`config.mk`:
```
export PLATFORM = sky130hd
export DESIGN_NAME = pea_cmd_scheduler_flat
export DESIGN_NICKNAME = d
export VERILOG_FILES = /design/src/rtl/pea_cmd_scheduler_pkg.sv /design/src/rtl/pea_cmd_scheduler_if.sv /design/src/rtl/pea_cmd_scheduler_watchdog.sv /design/src/rtl/pea_cmd_scheduler.sv /design/src/flat_wrapper.sv
export SDC_FILE = /design/constraint.sdc
export NUM_CORES = 1
export LEC_CHECK = 0
export CAP_MARGIN = 20
export CORE_ASPECT_RATIO = 1.25
export CORE_MARGIN = 1
export CORE_UTILIZATION = 38
export DETAILED_ROUTE_END_ITERATION = 8
export PLACE_DENSITY = 0.81
export SYNTH_ARGS = -nofsm -noshare
export SYNTH_HDL_FRONTEND = slang
export SYNTH_HIERARCHICAL = 1
export SYNTH_SLANG_ARGS = --single-unit
export TNS_END_PERCENT = 50
```
`constraint.sdc`:
```
create_clock -name clk -period 3.03 [get_ports clk]
set_clock_uncertainty 0.1 [all_clocks]
set_input_delay 0.4545 -clock clk [delete_from_list [all_inputs] [get_ports clk]]
set_output_delay 0.4545 -clock clk [all_outputs]
set_load 0.01 [all_outputs]
```
`src/rtl/pea_cmd_scheduler_pkg.sv`:
```
// Shared types, constants and helpers for the polynomial evaluation accelerator.
package pea_pkg;

  localparam int unsigned CMD_W      = 16;
  localparam int unsigned WORD_W     = 32;
  localparam int unsigned MAX_DEGREE = 10;

  typedef enum logic [1:0] {
    OP_STP = 2'b00,
    OP_EVP = 2'b01,
    OP_RST = 2'b10,
    OP_BAD = 2'b11
  } opcode_t;

  localparam logic [WORD_W-1:0] ST_OK       = WORD_W'(0);
  localparam logic [WORD_W-1:0] ST_BADINSTR = WORD_W'(1);
  localparam logic [WORD_W-1:0] ST_UNSET    = WORD_W'(2);
  localparam logic [WORD_W-1:0] ST_TIMEOUT  = WORD_W'(3);

  typedef enum logic [2:0] {
    S_IDLE,
    S_DECODE,
    S_WAIT_DATA,
    S_START,
    S_RUN,
    S_EMIT
  } sched_state_t;

  // Decoded fields of cmd_data[15:6]; the low six bits carry nothing.
  typedef struct packed {
    opcode_t    op;
    logic [2:0] a;
    logic [4:0] n;
  } cmd_t;

  typedef struct packed {
    logic [WORD_W-1:0] result;
    logic [WORD_W-1:0] status;
  } out_tok_t;

  // Ceiling log2; log2(1) = 0.
  function automatic int unsigned log2(input int unsigned v);
    int unsigned r;
    r = 0;
    for (int unsigned i = 0; i < 32; i++) begin
      if ((32'd1 << i) < v) r = i + 1;
    end
    return r;
  endfunction

endpackage

```
`src/rtl/pea_cmd_scheduler_if.sv`:
```
// Command-FIFO pop side and output-FIFO push side of the scheduler.
interface pea_cmd_scheduler_if;
  import pea_pkg::*;

  logic              cmd_valid;
  logic [CMD_W-1:0]  cmd_data;
  logic              cmd_ready;
  logic              out_valid;
  logic              out_ready;
  logic [WORD_W-1:0] out_result;
  logic [WORD_W-1:0] out_status;

  modport master (
    output cmd_valid, cmd_data, out_ready,
    input  cmd_ready, out_valid, out_result, out_status
  );

  modport slave (
    input  cmd_valid, cmd_data, out_ready,
    output cmd_ready, out_valid, out_result, out_status
  );

endinterface

```
`src/rtl/pea_cmd_scheduler_watchdog.sv`:
```
// Run-time watchdog: cleared before a sub-FSM starts, counts while it runs.
module pea_watchdog
  import pea_pkg::*;
#(
  parameter int unsigned timeout_cycles = 4096
) (
  input  logic clk,
  input  logic rst,
  input  logic clear,
  input  logic enable,
  output logic expired_c
);

  localparam int unsigned CW = (log2(timeout_cycles) < 1) ? 1 : log2(timeout_cycles);
  localparam logic [CW-1:0] LAST = CW'(timeout_cycles - 1);

  logic [CW-1:0] cnt;

  // Saturates at LAST so a stalled enable cannot wrap back to zero.
  always_ff @(posedge clk) begin
    if (rst)                        cnt <= '0;
    else if (clear)                 cnt <= '0;
    else if (enable && !expired_c)  cnt <= cnt + CW'(1);
  end

  assign expired_c = (cnt == LAST);

endmodule

```
`src/rtl/pea_cmd_scheduler.sv`:
```
// Instruction scheduler: pops commands, waits for data, runs one sub-FSM
// at a time under a watchdog and forwards EVP results to the output FIFO.
module pea_cmd_scheduler
  import pea_pkg::*;
#(
  parameter  int unsigned buffer_size    = 1024,
  parameter  int unsigned timeout_cycles = 4096,
  localparam int unsigned DW             = log2(buffer_size) + 1
) (
  input  logic                clk,
  input  logic                rst,
  pea_cmd_scheduler_if.slave  bus,
  input  logic [DW-1:0]       data_count,
  output logic                start_stp,
  output logic                start_evp,
  output logic                start_rst,
  input  logic                done_stp,
  input  logic                done_evp,
  input  logic                done_rst,
  output logic [2:0]          op_A,
  output logic [4:0]          op_N,
  input  logic [WORD_W-1:0]   evp_result,
  input  logic [WORD_W-1:0]   evp_status,
  output logic                busy
);

  sched_state_t  state_q, state_n;
  cmd_t          cmd_q, cmd_n;
  opcode_t       op_q, op_n;
  logic [2:0]    a_n;
  logic [4:0]    n_n;
  out_tok_t      tok_q, tok_n;
  logic          out_valid_q;
  logic          go_stp, go_evp, go_rst;
  logic          wd_clr_c, wd_en_c, expired_c;
  logic          done_c;
  logic [DW-1:0] need_c;
  logic          unused_cmd_bits;

  assign unused_cmd_bits = ^bus.cmd_data[5:0];

  pea_watchdog #(.timeout_cycles(timeout_cycles)) u_wd (
    .clk       (clk),
    .rst       (rst),
    .clear     (wd_clr_c),
    .enable    (wd_en_c),
    .expired_c (expired_c)
  );

  // Tokens required before launch and the done line of the active op.
  always_comb begin
    need_c = '0;
    done_c = 1'b0;
    case (op_q)
      OP_STP:  begin need_c = DW'({1'b0, op_N} + 6'd1); done_c = done_stp; end
      OP_EVP:  begin need_c = DW'(1);                   done_c = done_evp; end
      OP_RST:  done_c = done_rst;
      default: ;
    endcase
  end

  always_comb begin
    state_n  = state_q;
    cmd_n    = cmd_q;
    op_n     = op_q;
    a_n      = op_A;
    n_n      = op_N;
    tok_n    = tok_q;
    go_stp   = 1'b0;
    go_evp   = 1'b0;
    go_rst   = 1'b0;
    wd_clr_c = 1'b0;
    wd_en_c  = 1'b0;
    case (state_q)
      S_IDLE: begin
        if (bus.cmd_valid) begin
          cmd_n   = cmd_t'(bus.cmd_data[CMD_W-1:6]);
          state_n = S_DECODE;
        end
      end
      S_DECODE: begin
        op_n = cmd_q.op;
        a_n  = cmd_q.a;
        n_n  = cmd_q.n;
        if (cmd_q.op == OP_BAD || (cmd_q.op == OP_STP && 32'(cmd_q.n) > MAX_DEGREE)) begin
          tok_n   = '{result: '0, status: ST_BADINSTR};
          state_n = S_EMIT;
        end else begin
          state_n = S_WAIT_DATA;
        end
      end
      S_WAIT_DATA: begin
        if (data_count >= need_c) begin
          go_stp  = (op_q == OP_STP);
          go_evp  = (op_q == OP_EVP);
          go_rst  = (op_q == OP_RST);
          state_n = S_START;
        end
      end
      S_START: begin
        wd_clr_c = 1'b1;
        state_n  = S_RUN;
      end
      // A done in the expiry cycle takes priority over the timeout.
      S_RUN: begin
        wd_en_c = 1'b1;
        if (done_c) begin
          if (op_q == OP_EVP) begin
            tok_n   = '{result: evp_result, status: evp_status};
            state_n = S_EMIT;
          end else begin
            state_n = S_IDLE;
          end
        end else if (expired_c) begin
          tok_n   = '{result: '0, status: ST_TIMEOUT};
          state_n = S_EMIT;
        end
      end
      S_EMIT: begin
        if (bus.out_ready) state_n = S_IDLE;
      end
      default: state_n = S_IDLE;
    endcase
  end

  always_ff @(posedge clk) begin
    if (rst) begin
      state_q     <= S_IDLE;
      cmd_q       <= '0;
      op_q        <= OP_STP;
      op_A        <= '0;
      op_N        <= '0;
      start_stp   <= 1'b0;
      start_evp   <= 1'b0;
      start_rst   <= 1'b0;
      tok_q       <= '{result: '0, status: ST_OK};
      out_valid_q <= 1'b0;
      busy        <= 1'b0;
    end else begin
      state_q     <= state_n;
      cmd_q       <= cmd_n;
      op_q        <= op_n;
      op_A        <= a_n;
      op_N        <= n_n;
      start_stp   <= go_stp;
      start_evp   <= go_evp;
      start_rst   <= go_rst;
      tok_q       <= tok_n;
      out_valid_q <= (state_n == S_EMIT);
      busy        <= (state_n != S_IDLE);
    end
  end

  // The pop strobe must land in the IDLE cycle itself, so it is decoded from state.
  assign bus.cmd_ready  = (state_q == S_IDLE) && bus.cmd_valid && !rst;
  assign bus.out_valid  = out_valid_q;
  assign bus.out_result = tok_q.result;
  assign bus.out_status = tok_q.status;

endmodule

```
`src/flat_wrapper.sv`:
```
// flat-port wrapper written by rule: the top's interface ports become plain ports
module pea_cmd_scheduler_flat import pea_pkg::*;
#(
  parameter  int unsigned buffer_size    = 1024,
  parameter  int unsigned timeout_cycles = 4096,
  localparam int unsigned DW             = log2(buffer_size) + 1
)
  (clk, rst, data_count, start_stp, start_evp, start_rst, done_stp, done_evp, done_rst, op_A, op_N, evp_result, evp_status, busy, bus_cmd_valid, bus_cmd_data, bus_out_ready, bus_cmd_ready, bus_out_valid, bus_out_result, bus_out_status);
  pea_cmd_scheduler_if bus_i ();
  input  logic clk;
  input  logic rst;
  input  logic [DW-1:0] data_count;
  output logic start_stp;
  output logic start_evp;
  output logic start_rst;
  input  logic done_stp;
  input  logic done_evp;
  input  logic done_rst;
  output logic [2:0] op_A;
  output logic [4:0] op_N;
  input  logic [WORD_W-1:0] evp_result;
  input  logic [WORD_W-1:0] evp_status;
  output logic busy;
  input wire logic [$bits(bus_i.cmd_valid)-1:0] bus_cmd_valid;
  input wire logic [$bits(bus_i.cmd_data)-1:0] bus_cmd_data;
  input wire logic [$bits(bus_i.out_ready)-1:0] bus_out_ready;
  output wire logic [$bits(bus_i.cmd_ready)-1:0] bus_cmd_ready;
  output wire logic [$bits(bus_i.out_valid)-1:0] bus_out_valid;
  output wire logic [$bits(bus_i.out_result)-1:0] bus_out_result;
  output wire logic [$bits(bus_i.out_status)-1:0] bus_out_status;
  assign bus_i.cmd_valid = bus_cmd_valid;
  assign bus_i.cmd_data = bus_cmd_data;
  assign bus_i.out_ready = bus_out_ready;
  assign bus_cmd_ready = bus_i.cmd_ready;
  assign bus_out_valid = bus_i.out_valid;
  assign bus_out_result = bus_i.out_result;
  assign bus_out_status = bus_i.out_status;
  pea_cmd_scheduler #(.buffer_size(buffer_size), .timeout_cycles(timeout_cycles)) u_core (.clk(clk), .rst(rst), .bus(bus_i), .data_count(data_count), .start_stp(start_stp), .start_evp(start_evp), .start_rst(start_rst), .done_stp(done_stp), .done_evp(done_evp), .done_rst(done_rst), .op_A(op_A), .op_N(op_N), .evp_result(evp_result), .evp_status(evp_status), .busy(busy));
endmodule
```
==> impl_metrics.toml <==
[floorplanning]
rows = 41
dieArea_mm2 = 0.01091
core_area_mm2 = 0.01016
die_w_um = 93.63
boundaryPins = 176
initial_core_util = 0.3926
fp.dieH_um = 116.5

[clock_network]
insertion_delay_ns = 0.34
post_cts_buffers = 0
cts.path.max_buffers = 2
cts_hold_buf = 0
numClockSinks = 104
cts_max_level = 3
tritoncts = "done"
clkTransAtPathRegs_ns = 0.07
cts_buffers = 9
post_cts_resized = 0
cts-root-buf = "clkbuf_16"

[drt]
route.detailed.drc = 0
wl_per_cell_um = 14.64
wirelength_mm = 9.942
dr.first_iter.drc_count = 137
dr.pass1.iters = 4
ant_nets = 0
vias = 3470
viasPerCell = 5.110

[critical_path]
critPathCaptureType = "register"
crit_path_max_fanout = 5
path_delay_family = "compound AO/OA/AOI/OAI gates"
worst-path-buf-inv = 0
start_kind = "register"
path_common_cell = "ha_1"
critPathRequiredTime_ns = 3.15
critical_path_class = "register to register"
crit_path_max_incr_delay_ns = 0.43
worst-path-stages = 10
ff2ff_path_depth = 10
crit_slowest_cell = "a2111oi_0"
cp.arrival_ns = 2.72
path_cells = "ha_1, nand3_1, xnor2_1, nand2_1, ha_1, a21o_1, a2111oi_0, o21ai_1, nand4b_1, nor3b_1"

[grt]
grt_overflow_total = 0
grt.total_usage = 0.1835
grt_max_degree = 63
grt_pass1_vias = 3376
antenna_found_initial = 0
grt_pass1_wl_mm = 15.83

[outcome]
status = "completed"

[cells_and_area]
n_antenna_cell = 0
multi_input_area_mm2 = 0.001715
drive_above_1_share = 0.06364
seq_area_mm2 = 0.002082
fillCellCount = 830
fin_cells = 679
final_nets = 651
area_growth_pct = 52.31

[placement]
dpl_worst_slack_ns = 0.4521
dp_hpwl_mm = 7.341
dp_cells = 663
io_buffers = 169
place.gp.congestion = 0.8276

[timing]
tns_ns = 0
grt_setup_unrepaired = "false"
setup_ws_ns = 0.4237
period_needed_ns = 2.606
hold_viol_final = 0
tightest_slew_ns = 0.6441
slew_headroom = 0.5706
finalSetupViolCount = 0
fmax_mhz = 383.7
drv_slew = 0
fin_crit_sh = 0.8602

[yosys]
synth_seq_area_share = 0.5221
synth_fp_nets = 488
syn-cell-area_mm2 = 0.003988
synth.avg_cell_area_um2 = 10.44
yosysWarnings = 6
synth_cells = 382
ys_ff_latch = 104
ys_types = 49

[pwr]
p_per_area_mw_per_mm2 = 514.4
vdd_drop_max_mv = 0.3024
leakage_uw = 0.002283

[min_path]
hold_path_class = "register to register"
worstHoldPathCells = 2

[run]
cap_violations = 0
-- cells in the mapped netlist (all sizes together) --
| cell | number | area, µm² |
|---|---|---|
| and3 | 6 | 52.55 |
| or4 | 6 | 45.04 |
| clkbuf | 4 | 15.01 |
| nand2b | 4 | 25.02 |
| o311ai | 1 | 16.27 |
| or3 | 3 | 18.77 |
| o21ai | 8 | 40.03 |
| and2 | 2 | 12.51 |
| nor3 | 7 | 46.30 |
| a21oi | 23 | 115.1 |
| a2111oi | 1 | 8.760 |
| o31ai | 2 | 15.01 |
| ha | 8 | 100.1 |
| nand2 | 34 | 127.6 |
| a211o | 1 | 8.760 |
| nand4b | 1 | 8.760 |
| or2 | 4 | 25.03 |
| nand4 | 1 | 6.260 |
| nand3 | 9 | 45.04 |
| a31oi | 1 | 6.260 |
| a2bb2oi | 2 | 17.52 |
| a211oi | 5 | 37.54 |
| dfxtp | 104 | 2082 |
| nor2 | 26 | 105.1 |
| o2bb2ai | 1 | 27.53 |
| nor2b | 1 | 6.260 |
| nor3b | 1 | 7.510 |
| and4 | 1 | 11.26 |
| xnor2 | 2 | 17.52 |
| xor2 | 2 | 17.52 |
| o41ai | 1 | 8.760 |
| nor4 | 1 | 6.260 |
| a21o | 1 | 7.510 |
| buf | 19 | 137.6 |
| o211a | 2 | 20.02 |
| nand3b | 1 | 20.02 |
| mux2i | 11 | 110.1 |
| and4b | 1 | 10.01 |
| a41o | 1 | 10.01 |
| inv | 10 | 37.54 |
| a22o | 62 | 543.0 |
| or3b | 1 | 8.760 |
-- stage by stage --
stage                 util  area (µm²)  total power, µW  hold slack (ns)
CTS                 0.5979        6073             3162           0.3608
floorplan                -        3988             1709           0.3360
finish              0.5979        6073             3124           0.3602
detailed placement  0.5657        5746             1905           0.3503
global route        0.5979        6073             3260           0.3742
global placement    0.5657        5746             1892           0.3466
-- where the power goes --
group | internal, µW | switching, µW
logic | 227 | 188
clock network | 733 | 520
registers | 1410 | 47.1
-- kinds of logic (layout without fill, tap and decap cells) --
| logic type | after synthesis | count (layout) | share of synthesized area |
|---|---|---|---|
| muxes | 11 | 11 | 0.02761 |
| buffers and inverters | 33 | 201 | 0.04769 |
| AOI/OAI and AO/OA | 112 | 112 | 0.2212 |
| DFF | 104 | 104 | 0.5221 |
| xor gates and xnor gates | 4 | 4 | 0.008787 |
| adders and majority gates | 8 | 8 | 0.02510 |
| and+or+nand+nor | 110 | 110 | 0.1475 |
-- sequential cells by signal, summed over array words and instances (netlist names) --
register,count
u_core/busy,1
u_core/bus.out_result,32
u_core/u_wd/cnt,12
u_core/start_evp,1
u_core/op_q,2
u_core/start_rst,1
u_core/cmd_q,10
u_core/state_q,3
u_core/op_N,5
u_core/bus.out_valid,1
u_core/start_stp,1
u_core/op_A,3
u_core/bus.out_status,32
-- final cells by class --
| type | instances | share of cell area |
|---|---|---|
| Clock buffer | 9 | 0.03708 |
| Timing Repair Buffer | 175 | 0.2880 |
| Sequential cell | 104 | 0.3428 |
| Clock inverter | 7 | 0.01689 |
| Inverter | 10 | 0.006180 |
| Multi-Input combinational cell | 245 | 0.2824 |
| Tap cell | 129 | 0.02658 |
-- tightest hold or removal path: stages (launching register included) --
cell	delay (ns)
dfxtp_1	0.32
nand2_1	0.05
a21oi_1	0.05
-- metal layers --
metal / up-vias / part of all wire / GRT usage
met5: - / 0 / 0
met4: 0 / 0.028 / 0.1026
met3: 23 / 0.051 / 0.03385
met2: 117 / 0.50 / 0.3240
met1: 1610 / 0.42 / 0.2084
li1: 1720 / - / -
-- placed cells by master, fill, tap and decap left out, drive strengths merged, types with 3 or more instances in the layout --
master,synthesis,final
a211oi,5,5
and3,6,6
nand3,9,9
dfxtp,104,104
buf,19,6
a21oi,23,23
nor2,26,26
inv,10,12
clkbuf,4,9
or3,3,3
ha,8,8
nor3,7,7
or2,4,4
a22o,62,62
nand2b,4,4
nand2,34,34
clkdlybuf4s50,0,169
or4,6,6
o21ai,8,8
mux2i,11,11
-- final timing paths --
path,startpoint,end,slack (ns)
min reg2reg,u_core/cmd_q[5],u_core/cmd_q[5],0.36
min,u_core/cmd_q[5],u_core/cmd_q[5],0.36
max,u_core/op_N[0],u_core/start_rst,0.42
max reg2reg,u_core/op_N[0],u_core/start_rst,0.42
(Power assumes the default switching activity.)
